## src/rtl/debug_page_source.sv

```systemverilog
// Paged debug-word store feeding the 8x4 LED strobe driver, with on-chip
// synchronised/debounced page-step and freeze buttons.

module debug_page_debounce #(
    parameter int DEBOUNCE_BITS = 16
) (
    input  logic clk,
    input  logic rst,
    input  logic btn_n_i,
    output logic press_o
);

    logic                     sync1_q, sync2_q;
    logic                     state_q, state_d;
    logic [DEBOUNCE_BITS-1:0] cnt_q, cnt_d;

    // Raw button is fully asynchronous; two flops before anything looks at it.
    always_ff @(posedge clk or posedge rst) begin
        if (rst) begin
            sync1_q <= 1'b1;
            sync2_q <= 1'b1;
            state_q <= 1'b1;
            cnt_q   <= '0;
        end else begin
            sync1_q <= btn_n_i;
            sync2_q <= sync1_q;
            state_q <= state_d;
            cnt_q   <= cnt_d;
        end
    end

    always_comb begin
        state_d = state_q;
        cnt_d   = cnt_q;
        press_o = 1'b0;
        if (sync2_q == state_q) begin
            cnt_d = '0;
        end else if (cnt_q != '1) begin
            cnt_d = cnt_q + DEBOUNCE_BITS'(1);
        end else begin
            // Only the falling (press) transition is an event; release is silent.
            state_d = sync2_q;
            cnt_d   = '0;
            press_o = ~sync2_q;
        end
    end

endmodule

module debug_page_source #(
    parameter int NUM_PAGES     = 4,
    parameter int DEBOUNCE_BITS = 16,
    localparam int PAGE_W       = $clog2(NUM_PAGES)
) (
    input  logic              clk,
    input  logic              rst,
    input  logic              wr_valid,
    output logic              wr_ready,
    input  logic [PAGE_W-1:0] wr_page,
    input  logic [31:0]       wr_data,
    input  logic              btn_next_n,
    input  logic              btn_freeze_n,
    output logic [7:0]        column_1,
    output logic [7:0]        column_2,
    output logic [7:0]        column_3,
    output logic [7:0]        column_4,
    output logic [PAGE_W-1:0] current_page,
    output logic              frozen
);

    localparam int NUM_BTNS = 2;
    localparam int BTN_NEXT = 0;
    localparam int BTN_FRZ  = 1;

    logic [NUM_PAGES-1:0][31:0] pages_q;
    logic [31:0]                disp_q;
    logic [PAGE_W-1:0]          page_q, page_d;
    logic                       frozen_q, frozen_d;
    logic                       wr_ready_q;

    logic [NUM_BTNS-1:0]        btn_raw_n;
    logic [NUM_BTNS-1:0]        btn_press;

    assign btn_raw_n[BTN_NEXT] = btn_next_n;
    assign btn_raw_n[BTN_FRZ]  = btn_freeze_n;

    for (genvar b = 0; b < NUM_BTNS; b++) begin : g_btn
        debug_page_debounce #(
            .DEBOUNCE_BITS(DEBOUNCE_BITS)
        ) u_deb (
            .clk     (clk),
            .rst     (rst),
            .btn_n_i (btn_raw_n[b]),
            .press_o (btn_press[b])
        );
    end

    // Freeze wins over a simultaneous next press; next is ignored while frozen.
    always_comb begin
        frozen_d = frozen_q;
        page_d   = page_q;
        if (btn_press[BTN_FRZ]) begin
            frozen_d = ~frozen_q;
        end else if (btn_press[BTN_NEXT] && !frozen_q) begin
            page_d = page_q + PAGE_W'(1);
        end
    end

    always_ff @(posedge clk or posedge rst) begin
        if (rst) begin
            wr_ready_q <= 1'b0;
            frozen_q   <= 1'b0;
            page_q     <= '0;
        end else begin
            wr_ready_q <= 1'b1;
            frozen_q   <= frozen_d;
            page_q     <= page_d;
        end
    end

    // Storage is written regardless of freeze; the display reads the
    // pre-edge contents, so a write shows one edge after it lands.
    always_ff @(posedge clk or posedge rst) begin
        if (rst) begin
            pages_q <= '0;
        end else if (wr_valid && wr_ready_q) begin
            pages_q[wr_page] <= wr_data;
        end
    end

    always_ff @(posedge clk or posedge rst) begin
        if (rst) begin
            disp_q <= '0;
        end else if (!frozen_q) begin
            disp_q <= pages_q[page_q];
        end
    end

    assign wr_ready     = wr_ready_q;
    assign frozen       = frozen_q;
    assign current_page = page_q;
    assign column_1     = disp_q[31:24];
    assign column_2     = disp_q[23:16];
    assign column_3     = disp_q[15:8];
    assign column_4     = disp_q[7:0];

endmodule

```

## config.mk

```make
export PLATFORM = sky130hd
export DESIGN_NAME = debug_page_source
export DESIGN_NICKNAME = d
export VERILOG_FILES = /design/src/rtl/debug_page_source.sv
export SDC_FILE = /design/constraint.sdc
export NUM_CORES = 1
export LEC_CHECK = 0
export ABC_AREA = 1
export ABC_CLOCK_PERIOD_IN_PS = 6640
export CORE_ASPECT_RATIO = 1.5
export CORE_MARGIN = 2
export CORE_UTILIZATION = 30
export CTS_CLUSTER_DIAMETER = 150
export DETAILED_ROUTE_END_ITERATION = 6
export PLACE_DENSITY = 0.45
export SLEW_MARGIN = 20
export SYNTH_ARGS = -nofsm -noshare
export SYNTH_HDL_FRONTEND = slang
export SYNTH_SLANG_ARGS = --single-unit
```

## constraint.sdc

```tcl
create_clock -name clk -period 6.64 [get_ports clk]
set_input_delay 1.328 -clock clk [delete_from_list [all_inputs] [get_ports clk]]
set_output_delay 1.328 -clock clk [all_outputs]
set_load 0.02 [all_outputs]
```

Word-level counts from Yosys, hierarchy flattened. Cells that the tools add are included.

Add/subtract/negate cells: 3. Multipliers: 0. Div/mod/pow operators: 0. Magnitude comparators: 3. Equal/unequal tests: 4. Shifts and indexed selects: 0. Mux-type cells: 13. Bitwise logic cells: 8. Reduce and logical (&&, ||, !) cells: 7.

Operators with widths (number): $bwmux 128 (1); $bmux 32 s2 (1); $demux 32 s2 (1); $mux 16 (4); $mux 32 (2); $add 16x1->16 const B (2); $ne 16x16->1 const B (2); $not 1->1 (8); $lt 2x3->1 const B (2); $reduce_and 2->1 (3); $mux 1 (4); $logic_and 1x1->1 (3); $add 2x1->2 const B (1); $eq 1x1->1 (2); $ge 2x1->1 const B (1); $logic_not 1->1 (1).

Bits in registers: 202. Latch bits: 0. RAM bits: 0. Memory bits (read-only): 0. Input port bits: 39. Word-level logic and storage cells: 54. Memories: 0.

Depth between registers and ports, before layout. Gate-level depths: netlist of run 1.

Word-level depth: 5. Gate-level depth with buffers: 9. Gate-level depth less buffers: 9.

Modules after synthesis. A second synthesis of run 1 with hierarchy kept.

Cells, all modules: 1218. Area, all modules: 9436.6 um^2.

By module, submodules not included: debug_page_source (times used 1, cells each 976, area each 7514.7 um^2, sequential area each 4103.9 um^2); debug_page_debounce (times used 2, cells each 121, area each 960.9 um^2, sequential area each 479.2 um^2).

Worst setup path before layout of run 1. Ideal clock, no wire load.

Kind: input port to flip-flop. From: input wr_valid. To: register pages_q[10] (netlist bit). Library setup time: 0.130 ns. Arrival: 2.034 ns. Required time: 6.510 ns. Slack: 4.476 ns. Stages on the path: 6. Path buffers: 1. Cell sequence: nand2_1 > inv_1 > nand3_2 > clkbuf_1 > nand2_1 > o21ai_0.

Word-level cells in the longest chain between the ends: 1.

Ends and longest elaborated chain: start, declared (line 57) `input logic wr_valid,`; $logic_and 1x1->1 (line 126) `end else if (wr_valid && wr_ready_q) begin`; end signal, assigned by index (line 127) `pages_q[wr_page] <= wr_data;`; end, declared (line 75) `logic [NUM_PAGES-1:0][31:0] pages_q;`.

Every way passes these cells. A chain may end at the register's enable or synchronous reset.

Final worst setup path of run 1.
From: register page_q[0] (netlist: current_page[0]). To: output current_page[0].

RTL lines: start, declared (line 77) `logic [PAGE_W-1:0] page_q, page_d;`; start signal, assigned (line 117) `page_q <= page_d;`; end, declared (line 67) `output logic [PAGE_W-1:0] current_page,`.

No word-level cell between the ends.

==> flow_metrics.env, run 1 <==
export IMPL_status="completed"
export IMPL_max_stage_delay_ns=0.80
export IMPL_dr_total_vias=6626
export IMPL_die_y_um=215.0
export IMPL_syn_inst=1000
export IMPL_gp_congestion=0.7075
export IMPL_drt_initial_drc_count=314
export IMPL_gr_usage_met3_pct=2.050
export IMPL_pin_count=75
export IMPL_critPathArrivalTime_ns=2.04
export IMPL_initial_utilization_pct=30.30
export IMPL_syn_area_um2=8905
export IMPL_portBuffers=74
export IMPL_drc=0
export IMPL_root_buffer="clkbuf_16"
export IMPL_insertion_delay_ns=0.50
export IMPL_slew_headroom_pct=38.69
export IMPL_hold_class="reg2reg"
export IMPL_synthAdderAreaFrac_pct=0.2810
export IMPL_p_leak_nw=4.767
export IMPL_reg2reg_setup_slack_ns=4.39
export IMPL_grt_pass1_vias=6851
export IMPL_postCtsSetupBuffers=0
export IMPL_synth_compound_area_share_pct=16.38
export IMPL_viasPerCell=4.514
export IMPL_skew_ns=0.008563
export IMPL_wl_per_cell_um=14.33
export IMPL_holdPathStages=0
export IMPL_synth_seq_cells=202
export IMPL_ant_nets=0
export IMPL_coreArea_um2=29380
export IMPL_r2r_end="disp_q[17]$_DFFE_PP0N_"
export IMPL_slew_violations=0
export IMPL_clockBufferDepth=3
export IMPL_layout_cells_non_filler=1468
export IMPL_p_total_mw=3.164
export IMPL_slowest_stage="dfrtp_4"
export IMPL_synth_cell_types=34
export IMPL_finalHoldViolCount=0
export IMPL_cpLargestDelayFamily="flip-flops"
export IMPL_grt_first_pass_wirelength_um=35440
export IMPL_path_class="reg2out"
export IMPL_clock_sinks=202
export IMPL_cts_tree="built"
export IMPL_cp_start_kind="flop"
export IMPL_synth_top_family_by_area="simple AND/OR/NAND/NOR gates"
export IMPL_numCtsBuffers=22
export IMPL_rr_startpoint="current_page[0]$_DFFE_PP0P_"
export IMPL_min_period_ns=3.370
export IMPL_max_freq_ghz=0.2967
export IMPL_syn_mean_instance_area_um2=8.905
export IMPL_yosysWarnings=0
export IMPL_h_tree_depth=1
export IMPL_setup_violations=0
export IMPL_synth_xor_xnor_area_share_pct=1.475
export IMPL_drtPass1Iterations=4
export IMPL_fin_area_um2=10710
export IMPL_ys_seq_area_share_pct=56.85
export IMPL_cap_violations=0
export IMPL_min_to="g_btn[1].u_deb.sync2_q$_DFF_PP1_"
export IMPL_synthSimpleGateAreaFrac_pct=17.91
export IMPL_cp_cell_sequence="clkdlybuf4s50_1"
export IMPL_worstMarginPinSlew_ns=0.9196
export IMPL_hold_start="g_btn[1].u_deb.sync1_q$_DFF_PP1_"
export IMPL_die_w_um=144.7
export IMPL_grt_max_degree=103
export IMPL_p_per_area_nw_per_um2=295.3
export IMPL_clkTransAtPathRegs_ns=0.06
export IMPL_whs_ns=0.3560
export IMPL_area_growth_pct=20.32
export IMPL_cts_resized=0
export IMPL_placed_area_um2=9983
export IMPL_grt_overflow=0
export IMPL_routed_wl_um=21040
export IMPL_required_ns=5.31
export IMPL_detailed_place_hpwl_um=12570
export IMPL_grt_use_total_pct=14.20
export IMPL_place_inst=1428
export IMPL_critPathMaxFanout=50
export IMPL_cp_num_buf_inv=1
export IMPL_use_met2_pct=25.51
export IMPL_die_area_um2=31100
export IMPL_reg2reg_depth=4
export IMPL_grtUsageMet1_pct=17.81
export IMPL_muxShareOfSynthArea_pct=0
export IMPL_syn_nets=1041
export IMPL_nets=1098
export IMPL_num_antenna_cells=0
export IMPL_grt_setup_unrepaired="false"
export IMPL_rows=77
export IMPL_grt_busiest_layer="met2"
export IMPL_min_period_over_period_pct=50.76
export IMPL_holdBufCountCts=0
export IMPL_cp_end_kind="output pin"
export IMPL_drive_above_1_share_pct=9.879
export IMPL_antenna_found_initial=0
export IMPL_fin_tns_setup_ns=0
export IMPL_ir_drop_mv=0.1937
-- metal layers --
metal / part of all wire [%] / wire, um
met5: 0 / 0
met2: 51 / 10780
met3: 3.2 / 666
met4: 1.6 / 327
met1: 44 / 9264
-- sequential cells by signal, indices dropped and copies added (netlist names) --
name                 flops
current_page             2
wr_ready                 1
g_btn.u_deb.cnt_q       32
disp_q                  32
g_btn.u_deb.sync2_q      2
pages_q                128
frozen                   1
g_btn.u_deb.state_q      2
g_btn.u_deb.sync1_q      2
-- where the power goes --
group | internal, mW | switching [mW]
sequential | 1.42 | 0.0921
combinational | 0.194 | 0.237
clock | 0.735 | 0.483
-- Yosys cell counts, drive strengths merged --
library cell	number	share of area [%]
dfrtp	196	55
a31oi	32	2.2
nor3b	3	0.25
nand3	18	1.3
nor2	153	6.7
dfstp	6	1.8
o21a	2	0.17
conb	1	0.042
nand4	3	0.21
clkbuf	31	1.3
xor2	11	1.1
nand2	203	8.7
ha	2	0.28
o21ai	167	11
nor3	6	0.65
buf	21	1.6
a21o	1	0.084
o21bai	2	0.17
xnor2	4	0.39
o211ai	32	2.7
inv	98	4.1
a21oi	8	0.45
-- layout make-up --
cell class | instances | area, um^2
Timing Repair Buffer | 85 | 835.8
Fill cell | 3064 | 18670
Tap cell | 395 | 494.2
Inverter | 98 | 371.6
Clock inverter | 1 | 5.005
Clock buffer | 39 | 725.7
Sequential cell | 202 | 5067
Multi-Input combinational cell | 648 | 3214
-- how the worst max path moves through the flow --
stage / from / to / slack, ns / cells past startpoint
finish: current_page[0]$_DFFE_PP0P_ / current_page[0] / 3.27 / 1
global route: current_page[0]$_DFFE_PP0P_ / current_page[0] / 3.18 / 1
CTS: current_page[0]$_DFFE_PP0P_ / current_page[0] / 3.23 / 1
detailed placement: rst / pages_q[109]$_DFFE_PP0P_ / 3.31 / 4
global placement: rst / pages_q[109]$_DFFE_PP0P_ / 3.30 / 4
floorplan: rst / current_page[0]$_DFFE_PP0P_ / 2.70 / 1
-- cells by family (layout without fill, tap and decap cells) --
group | Yosys count | after routing
AND/OR/NAND/NOR | 386 | 386
AO/OA/AOI/OAI | 244 | 244
adder cells (fa/ha/maj) | 2 | 2
XOR/XNOR | 15 | 15
buffers and inverters | 150 | 223
other | 1 | 1
flip-flops | 202 | 202
-- placed cells by master (no fill, tap or decap), types with 8 or more instances in the layout --
cell type / count
a21oi_1: 8
a31oi_1: 32
buf_4: 10
clkbuf_16: 23
clkbuf_8: 9
clkdlybuf4s50_1: 74
dfrtp_1: 194
inv_1: 93
nand2_1: 197
nand3_1: 12
nor2_1: 147
o211ai_1: 32
o21ai_0: 136
o21ai_2: 28
xor2_1: 11
-- stage by stage --
stage | utilization, % | setup slack (ns)
floorplan | - | 2.701
detailed placement | 33.97 | 3.305
global placement | 33.97 | 3.303
global route | 36.46 | 3.176
CTS | 36.46 | 3.229
finish | 36.46 | 3.270
Note: power is estimated with default switching activity, not from simulation.
==> run 2, diff against run 1 <==
Settings changed: ABC_CLOCK_PERIOD_IN_PS 6640 to 2800.
Clock period 6.64 ns to 2.8 ns, I/O delays scaled along.
==> run 2 against run 1 <==
Compared with the run above: via count increased by 0.27%; critical path type unchanged; worst hold slack worse by 0.0076 ns; non-clock buffer count rose by 4; count of clock-buffer cells in the layout down 5; first-iteration DRC count rose by 11%; largest power group unchanged.
==> flow_metrics.env, run 2 (synthesis gave the netlist of run 1 again) <==
export IMPL_status="completed"
export IMPL_cts_tree="built"
export IMPL_cp_num_cells=1
export IMPL_grt_overflow=0
export IMPL_insertion_delay_ns=0.53
export IMPL_final_common_cell="nand2_1"
export IMPL_rows=77
export IMPL_h_tree_depth=1
export IMPL_portBuffers=74
export IMPL_path_class="reg2out"
export IMPL_skew_ns=0.02542
export IMPL_worstMarginPinSlew_ns=0.8524
export IMPL_die_area_um2=31100
export IMPL_top_regs="pages_q: 128 flops, disp_q: 32 flops, g_btn.u_deb.cnt_q: 32 flops"
export IMPL_max_stage_delay_ns=0.68
export IMPL_layout_common_cells="nand2_1 (197), dfrtp_1 (194), nor2_1 (147)"
export IMPL_critPathArrivalTime_ns=1.88
export IMPL_cts_resized=0
export IMPL_dr_total_vias=6644
export IMPL_drt_initial_drc_count=350
export IMPL_p_total_mw=7.565
export IMPL_nets=1103
export IMPL_viasPerCell=4.507
export IMPL_cp_start_kind="flop"
export IMPL_netSwitchingPower_mw=2.001
export IMPL_die_w_um=144.7
export IMPL_grt_use_total_pct=14.58
export IMPL_cpLargestDelayFamily="buffers and inverters"
export IMPL_setup_violations=0
export IMPL_root_buffer="clkbuf_16"
export IMPL_largest_reg_flops=128
export IMPL_reg2reg_setup_slack_ns=0.85
export IMPL_coreArea_um2=29380
export IMPL_ant_nets=0
export IMPL_reg2reg_depth=5
export IMPL_seqPwrFrac_pct=47.6
export IMPL_ir_drop_mv=0.3865
export IMPL_grt_pass1_vias=6745
export IMPL_postCtsSetupBuffers=0
export IMPL_crit_end="current_page[0]"
export IMPL_layout_cells_non_filler=1474
export IMPL_num_antenna_cells=0
export IMPL_switching_share_pct=26.45
export IMPL_finalHoldViolCount=0
export IMPL_die_y_um=215.0
export IMPL_min_period_over_period_pct=87.06
export IMPL_clockBufferDepth=3
export IMPL_required_ns=2.24
export IMPL_hold_start="g_btn[0].u_deb.sync1_q$_DFF_PP1_"
export IMPL_cp_num_buf_inv=1
export IMPL_slew_headroom_pct=43.17
export IMPL_p_int_mw=5.564
export IMPL_grt_first_pass_wirelength_um=36040
export IMPL_slowest_stage="clkdlybuf4s50_1"
export IMPL_detailed_place_hpwl_um=13330
export IMPL_worstSetupStartpoint="current_page[0]$_DFFE_PP0P_"
export IMPL_max_freq_ghz=0.4102
export IMPL_wl_per_cell_um=14.60
export IMPL_grt_setup_unrepaired="false"
export IMPL_fill_cells=3036
export IMPL_min_period_ns=2.438
export IMPL_rr_startpoint="current_page[0]$_DFFE_PP0P_"
export IMPL_drc=0
export IMPL_r2r_end="disp_q[15]$_DFFE_PP0N_"
export IMPL_cp_end_kind="output pin"
export IMPL_grt_max_degree=82
export IMPL_slew_violations=0
export IMPL_antenna_found_initial=0
export IMPL_holdBufCountCts=0
export IMPL_cap_violations=0
export IMPL_clkPwrFrac_pct=38.7
export IMPL_critPathMaxFanout=33
export IMPL_clock_sinks=202
export IMPL_top_register="pages_q"
export IMPL_hold_class="reg2reg"
export IMPL_place_inst=1432
export IMPL_cp_cell_sequence="clkdlybuf4s50_1"
export IMPL_pin_count=75
export IMPL_routed_wl_um=21520
export IMPL_clkTransAtPathRegs_ns=0.06
export IMPL_combPwrFrac_pct=13.8
export IMPL_initial_utilization_pct=30.30
export IMPL_drtPass1Iterations=6
export IMPL_gp_congestion=0.7134
export IMPL_drive_above_1_share_pct=10.38
export IMPL_p_per_area_nw_per_um2=697.8
export IMPL_numCtsBuffers=23
export IMPL_area_growth_pct=21.75
export IMPL_p_leak_nw=4.827
[run 2: stage by stage]
| step | setup WS (ns) | hold WS [ns] | area, um^2 | utilization, % | setup TNS (ns) |
|---|---|---|---|---|---|
| final | 0.3623 | 0.3485 | 10840 | 36.90 | 0 |
| after global routing | 0.2881 | 0.3514 | 10840 | 36.90 | 0 |
| after CTS | 0.3241 | 0.3516 | 10840 | 36.90 | 0 |
| after detailed placement | 0.4563 | 0.3499 | 10110 | 34.42 | 0 |
| after global placement | 0.4835 | 0.3521 | 10110 | 34.42 | 0 |
| after floorplan | -0.3714 | 0.3452 | 8909 | - | -72.80 |
[run 2: routing by layer]
layer / wire, um / GRT usage (%) / vias to the layer above
li1: - / - / 3366
met1: 9478 / 18.45 / 3172
met2: 10900 / 25.62 / 81
met3: 723 / 2.161 / 25
met4: 417 / 4.110 / 0
met5: 0 / 0 / -
[run 2: layout make-up]
cell class	instances	area, um^2	area share (%)
clock buffers	34	656.9	6.059
repair buffers	89	965.9	8.909
multi-input cells	648	3214	29.65
inverters	98	371.6	3.428
clock inverters	8	71.32	0.6578
flip-flops and latches	202	5067	46.74
well taps	395	494.2	4.559
[run 2: worst min path at each step]
stage                                             to  slack [ns]  cells after the start
finish              g_btn[0].u_deb.sync2_q$_DFF_PP1_        0.35                      0
global route        g_btn[0].u_deb.sync2_q$_DFF_PP1_        0.35                      0
CTS                 g_btn[0].u_deb.sync2_q$_DFF_PP1_        0.35                      0
detailed placement  g_btn[1].u_deb.sync2_q$_DFF_PP1_        0.35                      0
global placement    g_btn[1].u_deb.sync2_q$_DFF_PP1_        0.35                      0
floorplan           g_btn[0].u_deb.sync2_q$_DFF_PP1_        0.35                      0
[run 2: power by group through the flow]
stage                     clock network [mW]  registers [mW]  logic [mW]
final                                   2.93            3.60        1.04
after detailed placement                   0            3.65        1.07
after global routing                    3.17            3.65        1.20
after global placement                     0            3.65        1.05
after CTS                               3.03            3.60        1.07
after floorplan                            0            3.70       0.565
[run 2: worst register-to-register path: stages, from the launching register on]
cell and delay, ns:
dfrtp_4 0.66, buf_4 0.69, nor2_1 0.15, nor2_1 0.11, o21ai_0 0.10, a31oi_1 0.14
